**config.mk**
```make
export PLATFORM = sky130hd
export DESIGN_NAME = tmds_video_scheduler
export DESIGN_NICKNAME = d
export VERILOG_FILES = /design/src/rtl/tmds_video_scheduler.sv
export SDC_FILE = /design/constraint.sdc
export NUM_CORES = 1
export LEC_CHECK = 0
export CAP_MARGIN = 20
export CORE_ASPECT_RATIO = 0.6
export CORE_UTILIZATION = 29
export CTS_BUF_LIST = sky130_fd_sc_hd__clkbuf_4 sky130_fd_sc_hd__clkbuf_8
export DETAILED_ROUTE_END_ITERATION = 8
export GPL_ROUTABILITY_DRIVEN = 0
export HOLD_SLACK_MARGIN = 0.08
export MAX_ROUTING_LAYER = met4
export PLACE_DENSITY_LB_ADDON = 0.12
export SKIP_LAST_GASP = 1
export SLEW_MARGIN = 20
export SYNTH_ARGS = -nofsm -noshare
export SYNTH_HDL_FRONTEND = slang
export SYNTH_SLANG_ARGS = --single-unit
```
**constraint.sdc**
```tcl
create_clock -name clk -period 2.3 [get_ports clk]
set_input_delay 0.23 -clock clk [delete_from_list [all_inputs] [get_ports clk]]
set_output_delay 0.23 -clock clk [all_outputs]
set_load 0.02 [all_outputs]
```
**src/rtl/tmds_video_scheduler.sv**
```systemverilog
// Raster timing generator and pixel scheduler feeding the red/green/blue TMDS encoders.
// It locks the upstream pixel stream to the frame origin and recovers from underflow or SOF misalignment.
module tmds_video_scheduler #(
   parameter int H_ACTIVE = 640,
   parameter int H_FP     = 16,
   parameter int H_SYNC   = 96,
   parameter int H_BP     = 48,
   parameter int V_ACTIVE = 480,
   parameter int V_FP     = 10,
   parameter int V_SYNC   = 2,
   parameter int V_BP     = 33,
   parameter int HS_POL   = 0,
   parameter int VS_POL   = 0
) (
   input  logic        clk,
   input  logic        rst_n,
   input  logic        enable,
   input  logic [23:0] pix_data,
   input  logic        pix_valid,
   input  logic        pix_sof,
   output logic        pix_ready,
   output logic [7:0]  enc_r,
   output logic [7:0]  enc_g,
   output logic [7:0]  enc_b,
   output logic        enc_de,
   output logic [1:0]  enc_ctrl_b,
   output logic [1:0]  enc_ctrl_g,
   output logic [1:0]  enc_ctrl_r,
   output logic        frame_start,
   output logic        underflow,
   output logic        sync_err,
   input  logic        err_clr
);

   localparam int H_TOTAL = H_ACTIVE + H_FP + H_SYNC + H_BP;
   localparam int V_TOTAL = V_ACTIVE + V_FP + V_SYNC + V_BP;
   localparam int HW      = $clog2(H_TOTAL);
   localparam int VW      = $clog2(V_TOTAL);
   localparam logic       HS_IDLE   = (HS_POL == 0);
   localparam logic       VS_IDLE   = (VS_POL == 0);
   localparam logic [1:0] CTRL_IDLE = {VS_IDLE, HS_IDLE};

   typedef enum logic [1:0] {
      IDLE,
      WAIT_SOF,
      RUN
   } state_t;

   state_t          state_q, state_d;
   logic [HW-1:0]   hc_q, hc_d;
   logic [VW-1:0]   vc_q, vc_d;
   logic [23:0]     pix_q, pix_d;
   logic            de_q, de_d;
   logic [1:0]      ctrl_q, ctrl_d;
   logic            fs_q, fs_d;
   logic            uf_q, uf_d;
   logic            se_q, se_d;
   logic            uf_set, se_set;

   logic            active, origin, hs_raw, vs_raw, h_last, v_last;
   logic [1:0]      sync_ctrl;

   assign active    = (hc_q < HW'(H_ACTIVE)) && (vc_q < VW'(V_ACTIVE));
   assign origin    = (hc_q == '0) && (vc_q == '0);
   assign hs_raw    = (hc_q >= HW'(H_ACTIVE + H_FP)) && (hc_q < HW'(H_ACTIVE + H_FP + H_SYNC));
   assign vs_raw    = (vc_q >= VW'(V_ACTIVE + V_FP)) && (vc_q < VW'(V_ACTIVE + V_FP + V_SYNC));
   assign h_last    = (hc_q == HW'(H_TOTAL - 1));
   assign v_last    = (vc_q == VW'(V_TOTAL - 1));
   assign sync_ctrl = {vs_raw ^ VS_IDLE, hs_raw ^ HS_IDLE};

   // The raster free-runs in every non-idle state; the source never stalls it.
   always_comb begin
      hc_d = hc_q;
      vc_d = vc_q;
      if (state_q != IDLE) begin
         if (h_last) begin
            hc_d = '0;
            vc_d = v_last ? '0 : vc_q + 1'b1;
         end else begin
            hc_d = hc_q + 1'b1;
         end
      end
      if (!enable) begin
         hc_d = '0;
         vc_d = '0;
      end
   end

   always_comb begin
      state_d   = state_q;
      pix_ready = 1'b0;
      pix_d     = '0;
      de_d      = 1'b0;
      ctrl_d    = CTRL_IDLE;
      fs_d      = 1'b0;
      uf_set    = 1'b0;
      se_set    = 1'b0;
      unique case (state_q)
         IDLE: begin
            state_d = WAIT_SOF;
         end
         WAIT_SOF: begin
            pix_ready = pix_valid & (~pix_sof | origin);
            ctrl_d    = sync_ctrl;
            de_d      = active;
            if (origin && pix_valid && pix_sof) begin
               pix_d   = pix_data;
               fs_d    = 1'b1;
               state_d = RUN;
            end
         end
         RUN: begin
            pix_ready = active;
            ctrl_d    = sync_ctrl;
            fs_d      = origin;
            if (active) begin
               de_d = 1'b1;
               if (pix_valid) begin
                  pix_d = pix_data;
                  if (pix_sof != origin) begin
                     se_set  = 1'b1;
                     state_d = WAIT_SOF;
                  end
               end else begin
                  uf_set  = 1'b1;
                  state_d = WAIT_SOF;
               end
            end
         end
         default: state_d = IDLE;
      endcase
      if (!enable) begin
         state_d   = IDLE;
         pix_ready = 1'b0;
         pix_d     = '0;
         de_d      = 1'b0;
         ctrl_d    = CTRL_IDLE;
         fs_d      = 1'b0;
         uf_set    = 1'b0;
         se_set    = 1'b0;
      end
      // A same-cycle error event overrides err_clr.
      uf_d = (uf_q & ~err_clr) | uf_set;
      se_d = (se_q & ~err_clr) | se_set;
   end

   always_ff @(posedge clk or negedge rst_n) begin
      if (!rst_n) begin
         state_q <= IDLE;
         hc_q    <= '0;
         vc_q    <= '0;
         pix_q   <= '0;
         de_q    <= 1'b0;
         ctrl_q  <= CTRL_IDLE;
         fs_q    <= 1'b0;
         uf_q    <= 1'b0;
         se_q    <= 1'b0;
      end else begin
         state_q <= state_d;
         hc_q    <= hc_d;
         vc_q    <= vc_d;
         pix_q   <= pix_d;
         de_q    <= de_d;
         ctrl_q  <= ctrl_d;
         fs_q    <= fs_d;
         uf_q    <= uf_d;
         se_q    <= se_d;
      end
   end

   assign enc_r       = pix_q[23:16];
   assign enc_g       = pix_q[15:8];
   assign enc_b       = pix_q[7:0];
   assign enc_de      = de_q;
   assign enc_ctrl_b  = ctrl_q;
   assign enc_ctrl_g  = 2'b00;
   assign enc_ctrl_r  = 2'b00;
   assign frame_start = fs_q;
   assign underflow   = uf_q;
   assign sync_err    = se_q;

endmodule

```
# Word-level counts from Yosys, hierarchy flattened
# Index checks and enable logic that the tools add are counted.
word_totals:
  reg_bits: 52
  in_bits: 30
  output_inout_bits: 35
  word_cells: 87
classes:
  add_sub_neg: 2
  order_cmp: 6
  n_eq_ne: 10
  muxes: 37
  bitwise_logic: 10
  reduce_logical: 13
op_table:
  columns: ["cell", "count"]
  rows:
  - ["two-way mux 24 bit", 4]
  - ["two-way mux 10 bit", 7]
  - ["one-hot mux 24 bit (2 select lines)", 1]
  - ["adder 10 x 1 -> 10 bit, second input constant", 2]
  - ["equality test 10 bit, second input constant", 2]
  - ["logical NOT 10 bit", 2]
  - ["< comparator 10 bit, second input constant", 2]
  - ["< comparator 10 x 9 -> 1 bit, second input constant", 2]
  - ["two-way mux 1 bit", 14]
  - ["two-way mux 2 bit", 7]
  - ["greater-or-equal comparator 10 bit, second input constant", 1]
  - ["greater-or-equal comparator 10 x 9 -> 1 bit, second input constant", 1]
  - ["logical AND 1 bit", 6]
  - ["inequality test 3 bit, second input constant", 2]
  - ["one-hot mux 1 bit (2 select lines)", 3]
  - ["one-hot mux 2 bit (3 select lines)", 1]
  - ["inequality test 2 x 1 -> 1 bit, second input constant", 2]
  - ["inequality test 4 bit, second input constant", 1]
  - ["NOT 1 bit", 4]
  - ["bitwise AND 1 bit", 3]
  - ["bitwise OR 1 bit", 3]
  - ["AND reduction 3 bit", 1]
  - ["equality test 2 x 1 -> 1 bit, second input constant", 1]
  - ["equality test 2 bit, second input constant", 1]
  - ["5 further kinds", 5]

# Depth between registers and ports, before layout
logic_depth:
  word_depth: 9
  ltp_mapped: 10
  depth_no_buf: 10

# Worst setup path before layout
# Ideal clock, no wire load.
synth_timing:
  path_type: "register to output"
  from: "reg hc_q[0]"
  to: "out pix_ready"
  arrival_ps: 2205
  t_required_ps: 2070
  slack_ps: -135
  path_stages_with_launch: 9
  n_path_buf: 0
  cell_sequence: "dfrtp_1 inv_1 ha_1 or4b_4 nor3_4 nand2_1 ha_1 or3_1 a21oi_1"
synth_between:
  elab_chain_len: 6
  word_cells_on_any_way: 8
  cone_classes: "order compare: 1; mux: 2; bitwise: 2; reduce/logical: 3"
synth_lines:
  columns: ["item", "line_no", "text"]
  rows:
  - ["start: declaration", "50", "logic [HW-1:0] hc_q, hc_d;"]
  - ["start signal: assignment", "150", "hc_q <= '0;"]
  - ["start signal: assignment", "160", "hc_q <= hc_d;"]
  - ["branches (longest 4 deep; another with < comparator 10 bit)", null, null]
  - ["one-hot mux 1 bit (2 select lines) *", "98", "unique case (state_q)"]
  - ["two-way mux 1 bit *", "132", "if (!enable) begin"]
  - ["end: declaration", "21", "output logic pix_ready,"]
# Every way passes the cells marked *.

# Worst setup path after layout
layout_timing:
  from: "reg hc_q[1]"
  to: "out pix_ready"
# The elaborated chain is that of the path after synthesis.

==> results by group <==
Power
  – Reg power frac: 39.0%
  – Cell Pwr Density: 705 nW/µm²
  – Internal: 1780 µW
  – Leak pwr: 0.00169 µW
  – Psw: 828 µW
  – Maximum VDD drop: 0.357 mV
  – Switch share: 31.8%
  – Comb pwr share: 39.5%
  – Clk network pwr share: 21.4%

Final layout
  – Antenna cells: 0
  – Fin area: 3690 µm²
  – Layout cells sized above 1: 22.5%
  – Final Core Density: 45.7%
  – Synth-to-Final Area Change: 49.3%
  – Total Nets Final: 376
  – Layout fillers: 775

CTS
  – Worst-path clk slew: 110 ps
  – Total CTS buffers: 5
  – Root Buffer: clkbuf_8
  – Skew-Pair Late Insertion Delay: 320 ps
  – Sink Count: 52
  – TritonCTS clock tree: yes
  – H-Tree Depth: 2
  – CTS max path bufs: 2

Worst setup path
  – Slowest cell on crit path: or4b_4
  – CP endpoint kind: output pin
  – Worst Setup Path Type: reg -> out
  – Critical Path RT: 2070 ps
  – Critical path startpoint: hc_q[1]$_DFFE_PN0P_
  – Worst reg2reg path depth: 15
  – Worst path cell trace: inv_2 -> ha_4 -> or4b_4 -> nor3_4 -> nand2_2 -> ha_1 -> or3_4 -> a21oi_4 -> buf_6
  – Slowest stage delay, CP: 460 ps
  – Critical path's top delay family: simple AND/OR/NAND/NOR gates
  – Startpoint Class: flop
  – FF-to-FF setup slack: -110 ps
  – Peak fanout along the critical path: 2
  – Critical path depth in cells: 9
  – WP buf/inv: 2
  – Worst r2r src: hc_q[1]$_DFFE_PN0P_
  – CP Data Arrival Time: 2390 ps
  – Reg-to-reg endpoint: frame_start$_DFF_PN0_
  – Critical Path End: pix_ready

Timing
  – Final Setup Violations: 2
  – Max frequency: 382 MHz
  – Slew Viols, Final: 0
  – Tightest Pin Transition: 578 ps
  – Final period utilization: 114%
  – Worst rel slew slack: 61.5%
  – RSZ-0062 raised after global routing: yes
  – Worst clock skew: 8.96 ps
  – Setup ws final: -320 ps
  – Crit path time final: 2620 ps
  – Final hold vios: 0

Die
  – Std cell rows: 25
  – Die span in x: 121 µm
  – Die H: 73.5 µm
  – Initial Utilization: 30.6%
  – Core box area: 8070 µm²
  – Num ports: 65
  – Die area: 8910 µm²

Place
  – Placed cell area: 3440 µm²
  – HPWL after DPL: 4.43 mm
  – Port Buffer Count: 60
  – Worst slack, placed: -527 ps

Synth
  – Post-synth top area share: 50.6%
  – Post-synthesis cell count: 228
  – Mapped Area: 2470 µm²
  – Sequential share of the synthesized area: 52.8%
  – Post-synth EDFFs: 0
  – Mean Syn Cell Area: 10.8 µm²
  – Synth async-reset ratio: 100%
  – Area leader, netlist: dfrtp_1
  – Top cells by area, synth: dfrtp_1 51%, and2_1 6.3%, ha_1 4.6%, xor2_1 3.2%, dfstp_2 2.1%
  – Netlist cell types: 42
  – Yosys warns: 0
  – Synthesized flop and latch total: 52
  – Top_reg_cell synth: dfrtp_1

Flow run
  – Max Cap Viol: 0

Detailed routing
  – DRT Pass-1 Iters: 4
  – Via count: 1972
  – Drc violations: 0
  – Detailed-route wire length: 5.96 mm
  – WL/cell: 13.4 µm
  – Initial DRC Count: 59
  – Vias per cell: 4.42
  – Post-DRT Antenna Nets: 0

Global routing
  – Global route overflow: 0
  – Vias in the first global route: 1907
  – Largest net degree at the start of global routing: 27
  – Total track usage: 15.1%
  – Global-route wire length before repair: 9.64 mm
  – Initial antenna violation count: 0

Outcome
  – Failing checks: setup timing
  – Status: complete, but fails checks

Worst hold path
  – Worst hold-check path type: in -> async
cell families after synthesis:
group | share of synthesized area, %
AND/OR/NAND/NOR | 24.9
adder cells (fa/ha/maj) | 4.56
XOR/XNOR | 4.25
AO/OA/AOI/OAI | 7.29
multiplexers | 1.22
flip-flops | 52.8
other | 0.152
buffers and inverters | 4.91
cells in the mapped netlist, types with 3 or more instances:
library cell	instances
a21oi_1	5
and2_1	25
and3_1	7
and4_1	3
buf_4	5
clkbuf_1	3
dfrtp_1	50
ha_1	9
inv_1	12
mux2i_1	3
nand2_1	14
nand3_1	10
nand4_1	7
nor2_1	14
nor2b_1	3
nor3_1	7
o21ai_0	3
o22ai_1	3
or3_1	6
xnor2_1	3
xor2_1	9
through the flow:
step | hold slack (ps) | setup TNS [ps] | power, µW | std cells
floorplan | -65.6 | 0 | 1460 | 231
detailed placement | 265 | -527 | 1810 | 425
finish | 431 | -432 | 2600 | 446
global placement | 272 | -473 | 1810 | 425
CTS | 436 | -680 | 2510 | 443
global route | 427 | -660 | 2770 | 446
metal layers:
metal  GRT usage (%)  routed length (µm)
met1            22.7                3300
met2            19.0                2290
met3            4.19                 300
met4            4.25                  65
met5               -                   0
power groups by stage:
stage                     combinational [µW]  sequential [µW]  clock [µW]
final                                   1030             1020         558
after detailed placement                 778             1030           0
after global routing                    1120             1020         627
after global placement                   779             1030           0
after CTS                                910             1010         582
after floorplan                          388             1080           0
worst register-to-register path, cell delays in order, from the launching register on:
cell	delay, ps
dfrtp_1	410
inv_2	80
ha_4	110
or4b_4	460
nor3_4	150
nand2_2	90
buf_4	150
buf_6	110
buf_6	100
buf_6	100
buf_6	100
buf_6	100
buf_6	100
buf_6	100
buf_6	100
nor3_2	80
state kept, by name, indices dropped and copies added (netlist names):
| name | count |
|---|---|
| pix_q | 24 |
| hc_q | 10 |
| vc_q | 10 |
| enc_ctrl_b | 2 |
| state_q | 2 |
| enc_de | 1 |
| frame_start | 1 |
| sync_err | 1 |
| underflow | 1 |
layout by cell type (no fill, tap or decap), types with 4 or more instances in the layout:
cell	n
clkdlybuf4s50_1	58
buf_6	9
ha_1	8
and3_1	7
nor2_1	14
inv_1	10
nand2_1	13
nor3_1	6
a21oi_1	4
clkbuf_8	5
conb_1	4
dfrtp_1	50
nand3_1	10
nand4_1	7
xor2_1	9
buf_4	40
or3_1	5
and2_1	25
how the worst min path moves through the flow:
| stage | end | startpoint | cells after the start | slack (ps) |
|---|---|---|---|---|
| 2_1_floorplan | enc_de$_DFF_PN0_ | rst_n | 0 | -70 |
| 3_3_place_gp | state_q[1]$_DFFE_PN0P_ | rst_n | 1 | 270 |
| 3_5_place_dp | state_q[1]$_DFFE_PN0P_ | rst_n | 1 | 270 |
| 4_1_cts | pix_q[15]$_DFF_PN0_ | pix_data[15] | 2 | 440 |
| 5_1_grt | pix_q[22]$_DFF_PN0_ | pix_data[22] | 2 | 430 |
| 6_report | pix_q[1]$_DFF_PN0_ | rst_n | 2 | 430 |
layout make-up:
class	count	area [µm²]	area share, %
flip-flops and latches	52	1300	35.3
inverters	12	45.0	1.22
multi-input cells	156	1090	29.6
well taps	108	135	3.66
repair buffers	110	1020	27.6
clock inverters	3	26.3	0.712
clock buffers	5	68.8	1.87
what timing repair did:
| action | 4_1_cts | 5_1_grt |
|---|---|---|
| pin swaps | 1 | 2 |
| setup buffers | 9 | 11 |
| endpoints found under the hold margin | 23 | 0 |
| gates resized for setup | 6 | 14 |
| hold buffers | 1 | 0 |
| endpoints found under the setup margin | 1 | 5 |
| gates cloned | 0 | 0 |
(Power assumes the default switching activity.)
==> RTL edit 1, RTL diff (same settings) <==
Change the parameter `V_BP` from 33 to 66.
--- a/src/rtl/tmds_video_scheduler.sv
+++ b/src/rtl/tmds_video_scheduler.sv
@@ -10,3 +10,3 @@
    parameter int V_SYNC   = 2,
-   parameter int V_BP     = 33,
+   parameter int V_BP     = 66,
    parameter int HS_POL   = 0,
Formal check against the unedited RTL: no difference found for any inputs over 10 cycles, from zero or initial values and one cycle with rst_n low; that may be too few to reach the edited logic, so the function may still have changed.
==> RTL edit 1 against the unedited design <==
The run still ends with setup timing left; cell area fell by 3.3%; sequential share of layout area rose by 1.2 points; die area is 1.7% lower; sequential cell count did not move; routed wire length fell by 7.4%; register-to-register slack better by 0.22 ns; clock skew is 0.0052 ns lower; area after synthesis down 1.7%; worst setup slack gained 0.23 ns; total power is 12% lower; critical endpoint unchanged.
==> RTL edit 1: results (changes against the unedited design) <==
- Share of cells above drive strength 1: 0.204 (-0.0212)
- Most common library cells after synthesis: 50 x dfrtp_1, 25 x nor2b_1, 24 x nor2_1
- Max Fanout on Critical Path: 2 (unchanged)
- Clock Path Buffers: 2 (unchanged)
- Drt first-iter violations: 144 (+140%)
- Placed Instances: 424 (-0.24%)
- Worst Path Arrival: 2.16 ns (-0.23 ns)
- # setup viols final: 1 (-1)
- Drt drc: 0 (unchanged)
- Final setup margin: -0.0874 ns (+0.233 ns)
- Largest net degree at the start of global routing: 53 (+96%)
- First-pass GRT wire length: 9020 um (-6.4%)
- Vias per Instance: 4.30 (-2.8%)
- Register area share after synthesis: 0.537 (+0.00924)
- Pre-Repair DR Iteration Count: 4 (unchanged)
- Flop2flop setup slack: 0.11 ns (+0.22 ns)
- Cells after synthesis: 229 (+0.44%)
- Worst-margin pin slew: 0.653 ns (+0.0744 ns)
- Via count: 1879 (-4.7%)
- Skew final: 0.00373 ns (-0.00523 ns)
- Worst r2r dst: state_q[1]$_DFFE_PN0P_
- Final #Nets: 368 (-2.1%)
- HPWL after detailed placement: 4030 um (-9.1%)
- Final setup TNS: -0.0874 ns (+0.344 ns)
- Worst slack, placed: -0.372 ns (+0.155 ns)
- Max stage delay cell, worst path: dfrtp_1
- Synth unique cells: 45 (+7.1%)
- Worst-skew pair later-pin latency: 0.30 ns (-0.02 ns)
- Total GRT Usage: 0.138 (-0.0125)
- WS Path Type: reg2out
- Leakage: 1.60 nW (-5.3%)
- Vias in the first global route: 1759 (-7.8%)
- Switch share: 0.307 (-0.0107)
- Failing checks: setup timing
- Cells on worst reg2reg path: 8 (-7)
- DRT Wirelength: 5520 um (-7.4%)
- Top post-synthesis cells by area: dfrtp_1 52%, nor2b_1 6.4%, ha_1 5.2%
- Peak VDD IR: 0.208 mV (-42%)
- FF-to-FF Start: vc_q[6]$_DFFE_PN0P_
- Crit path to: pix_ready
- Status: complete, but fails checks
- Placed cell areas: 0.00336 mm^2 (-2.3%)
- Critical path's largest stage delay: 0.40 ns (-0.06 ns)
- Hold Crit Class: in2reg
- # port buffers: 60 (unchanged)
==> RTL edit 1: cell types whose count changed after synthesis, moves of 3 or more <==
cell     before  now
and3_1        7    4
nor4b_1       0    4
and2_1       25    2
nor2b_1       3   25
nand2_1      14   19
a21oi_1       5    1
or3_1         6    1
nor2_1       14   24
xor2_1        9   12
and4_1        3    0
nor3_1        7    4
nand3_1      10    7
==> RTL edit 1: final cells by class <==
type                            instances  area (um^2)
Clock buffer                            6         76.3
Clock inverter                          2         16.3
Fill cell                             775         4440
Inverter                               11         41.3
Multi-Input combinational cell        159         1110
Sequential cell                        52         1300
Tap cell                              108          135
Timing Repair Buffer                   99          888
==> RTL edit 1: timing repair <==
item | in CTS | in global routing
pin swaps | 6 | 3
buffers inserted | 2 | 2
endpoints found under the setup margin | 3 | 2
hold buffers | 1 | 0
endpoints found under the hold margin | 50 | 0
resized for setup | 21 | 0
==> RTL edit 1: worst max-delay path, delay by kind of cell, from the launching register on <==
kind                       cells  cell delay (ns)
AOI/OAI and AO/OA              1             0.05
DFF                            1             0.40
buffers and inverters          2             0.31
adders and majority gates      1             0.16
and+or+nand+nor                5             0.94
==> RTL edit 1: power by group through the flow <==
stage	logic [mW]	clock network (mW)	registers (mW)
global placement	0.667	0	1.02
finish	0.745	0.537	1.01
global route	0.819	0.602	1.02
floorplan	0.316	0	1.07
CTS	0.742	0.566	1.01
detailed placement	0.661	0	1.02
==> RTL edit 1: logic make-up (layout without fill, tap and decap cells) <==
| kind of cell | count (synthesis) | count (layout) | share of synthesized area |
|---|---|---|---|
| AOI/OAI and AO/OA | 15 | 15 | 0.0505 |
| and+or+nand+nor | 111 | 111 | 0.244 |
| other | 1 | 4 | 0.00154 |
| muxes | 3 | 3 | 0.0124 |
| adders and majority gates | 10 | 10 | 0.0515 |
| xor gates and xnor gates | 16 | 16 | 0.0577 |
| buffers and inverters | 21 | 118 | 0.0453 |
| DFF | 52 | 52 | 0.537 |
==> RTL edit 1: worst min path at each step <==
stage	from	to	slack (ns)	cells after the start
6_report	pix_data[11]	pix_q[11]$_DFF_PN0_	0.46	2
3_3_place_gp	rst_n	pix_q[16]$_DFF_PN0_	0.40	2
2_1_floorplan	rst_n	enc_de$_DFF_PN0_	-0.07	0
4_1_cts	pix_data[11]	pix_q[11]$_DFF_PN0_	0.45	2
5_1_grt	pix_data[6]	pix_q[6]$_DFF_PN0_	0.45	2
3_5_place_dp	rst_n	pix_q[16]$_DFF_PN0_	0.39	2
==> RTL edit 1: routing by layer <==
layer  vias up  GRT usage  wire length (um)
li1        951          -                 -
met1       876      0.210              2950
met5         -          -                 0
met2        48      0.185              2240
met4         0     0.0333                43
met3         4     0.0273               282
==> RTL edit 2, RTL diff (same settings) <==
Made on the original files. The 3 states of `state_t` get a one-hot encoding in 3 bits.
--- a/src/rtl/tmds_video_scheduler.sv
+++ b/src/rtl/tmds_video_scheduler.sv
@@ -42,6 +42,6 @@
 
-   typedef enum logic [1:0] {
-      IDLE,
-      WAIT_SOF,
-      RUN
+   typedef enum logic [2:0] {
+      IDLE     = 3'b001,
+      WAIT_SOF = 3'b010,
+      RUN      = 3'b100
    } state_t;
Check against the original RTL: no difference found for any inputs over 10 cycles, from zero or initial values and one cycle with rst_n low; not proved beyond that.
==> RTL edit 2 against the unedited design <==
Total power shrank 17%; clock skew shrank 0.0023 ns; worst setup slack gained 0.23 ns; the run still ends with setup timing left; die area grew 2.7%; routed wire length grew 13%; cell area shrank 0.27%; area after synthesis grew 2.8%; non-clock buffer count shrank 5; sequential cell count grew 1; global-route usage grew 1.0 points; largest cell class unchanged; largest power group is now registers.
==> RTL edit 2: results (changes against the unedited design) <==
- Hold Crit Class: in2reg
- Largest net degree at the start of global routing: 54 (+100%)
- Post-route ant nets: 0 (unchanged)
- Top post-synthesis cells by area: dfrtp_1 49%, nand2_1 5.9%, a21oi_1 5.5%
- Worst r2r dst: vc_q[8]$_DFFE_PN0P_
- Worst Path Arrival: 2.16 ns (-0.23 ns)
- Final #Nets: 396 (+5.3%)
- Biggest regs: pix_q: 24 flops, hc_q: 10 flops, vc_q: 10 flops
- # setup viols final: 1 (-1)
- Clock-pin slew on the worst setup and hold paths: 0.10 ns
- Register area share after synthesis: 0.524 (-0.00395)
- Max Fanout on Critical Path: 2 (unchanged)
- Antenna cells: 0 (unchanged)
- Num CTS Buffers: 5 (unchanged)
- First-pass GRT wire length: 10700 um (+11%)
- CTS HTree Levels: 2 (unchanged)
- Asr flop ratio synth: 1.00 (unchanged)
- Total GRT Usage: 0.161 (+0.0104)
- Share of cells above drive strength 1: 0.188 (-0.0370)
- Placed Instances: 462 (+8.7%)
- WHS Path Cells: 3
- HPWL after detailed placement: 4910 um (+11%)
- FF-to-FF Start: hc_q[7]$_DFFE_PN0P_
- DRT Wirelength: 6720 um (+13%)
- Initial antenna violation count: 0 (unchanged)
- Vias per Instance: 4.67 (+5.6%)
- Slew margin rel.: 0.548 (-0.0664)
- Status: complete, but fails checks
- Peak VDD IR: 0.211 mV (-41%)
- Critical Path Start: hc_q[0]$_DFFE_PN0P_
- Hold endpoint: pix_q[20]$_DFF_PN0_
- Cells on worst reg2reg path: 6 (-9)
- Via count: 2213 (+12%)
- Failing checks: setup timing
- Clock Path Buffers: 2 (unchanged)
- Most common library cells after synthesis: 50 x dfrtp_1, 40 x nand2_1, 28 x a21oi_1
- Yosys warns: 0 (unchanged)
- Fill cell count: 822 (+6.1%)
- Drt first-iter violations: 71 (+20%)
- Skew final: 0.00665 ns (-0.00231 ns)
- # port buffers: 60 (unchanged)
- Final setup margin: -0.0880 ns (+0.232 ns)
- Worst-skew pair later-pin latency: 0.31 ns
- Root Driver: clkbuf_8
- Final setup TNS: -0.0880 ns (+0.344 ns)
- Synth unique cells: 51 (+21%)
- Leakage: 1.55 nW (-8.4%)
- Vias in the first global route: 2089 (+9.5%)
- Hold Startpoint: pix_data[20]
- Flop2flop setup slack: 0.12 ns (+0.23 ns)
- Crit path to: pix_ready
- Pre-Repair DR Iteration Count: 4 (unchanged)
- Syn avg cell area: 9.69 um^2 (-11%)
## RTL edit 2: changes by cell type in the layout (fill, tap and decap cells not counted), sizes merged, moves of 5 or more
| cell | delta |
|---|---|
| nand2 | +26 |
| a21oi | +22 |
| buf | -5 |
| and2 | -22 |
| inv | -5 |
| xor2 | -7 |
## RTL edit 2: kinds of logic (layout without fill, tap and decap cells)
kind of cell / count (synthesis) / in the layout / share of synthesized area
AOI/OAI and AO/OA: 54 / 54 / 0.129
other: 1 / 4 / 0.00148
DFF: 53 / 53 / 0.524
xor gates and xnor gates: 9 / 9 / 0.0310
buffers and inverters: 25 / 122 / 0.0438
and+or+nand+nor: 114 / 114 / 0.242
muxes: 1 / 1 / 0.00394
adders and majority gates: 5 / 5 / 0.0246
## RTL edit 2: power by group
group	internal [mW]	switching [mW]	total, mW
combinational	0.313	0.291	0.605
clock	0.227	0.316	0.543
sequential	0.974	0.0427	1.02
## RTL edit 2: worst max-delay path: stages, from the launching register on
cell and delay [ns]:
dfrtp_1 0.39, inv_1 0.06, ha_1 0.13, or4b_4 0.46
nor3_4 0.15, nand2_1 0.11, ha_2 0.18, o32ai_2 0.08
and2_1 0.18, buf_6 0.12
## RTL edit 2: through the flow
step                      worst slack, ns   util  hold WS, ns  power, mW  cell area, um^2
final                             -0.0880  0.433        0.427       2.16             3680
after global routing               -0.205  0.433        0.411       2.32             3680
after CTS                          -0.171  0.430        0.407       2.18             3650
after detailed placement           -0.382  0.414        0.410       1.56             3520
after global placement             -0.293  0.414        0.414       1.55             3520
after floorplan                     0.190      -      -0.0656       1.30             2550
## RTL edit 2: final cells by class
cell class	instances	area (um^2)	share of cell area
tap	112	140	0.0381
timing repair buffer	105	941	0.256
sequential	53	1330	0.361
clock buffer	6	76.3	0.0207
inverter	9	33.8	0.00918
multi-input combinational	187	1140	0.311
clock inverter	2	15.0	0.00408
## RTL edit 2: timing repair
item | 4_1_cts | 5_1_grt
buffers inserted | 1 | 2
setup endpoints to repair | 1 | 3
pin swaps | 3 | 4
endpoints found under the hold margin | 50 | 0
hold buffers | 1 | 0
gates resized for setup | 11 | 3
## RTL edit 2: metal layers
| layer | vias to the layer above | global-route usage | routed length, um |
|---|---|---|---|
| met5 | - | - | 0 |
| met3 | 4 | 0.0406 | 302 |
| met2 | 45 | 0.201 | 2570 |
| met4 | 0 | 0.0285 | 41 |
| met1 | 1057 | 0.253 | 3800 |
| li1 | 1107 | - | - |
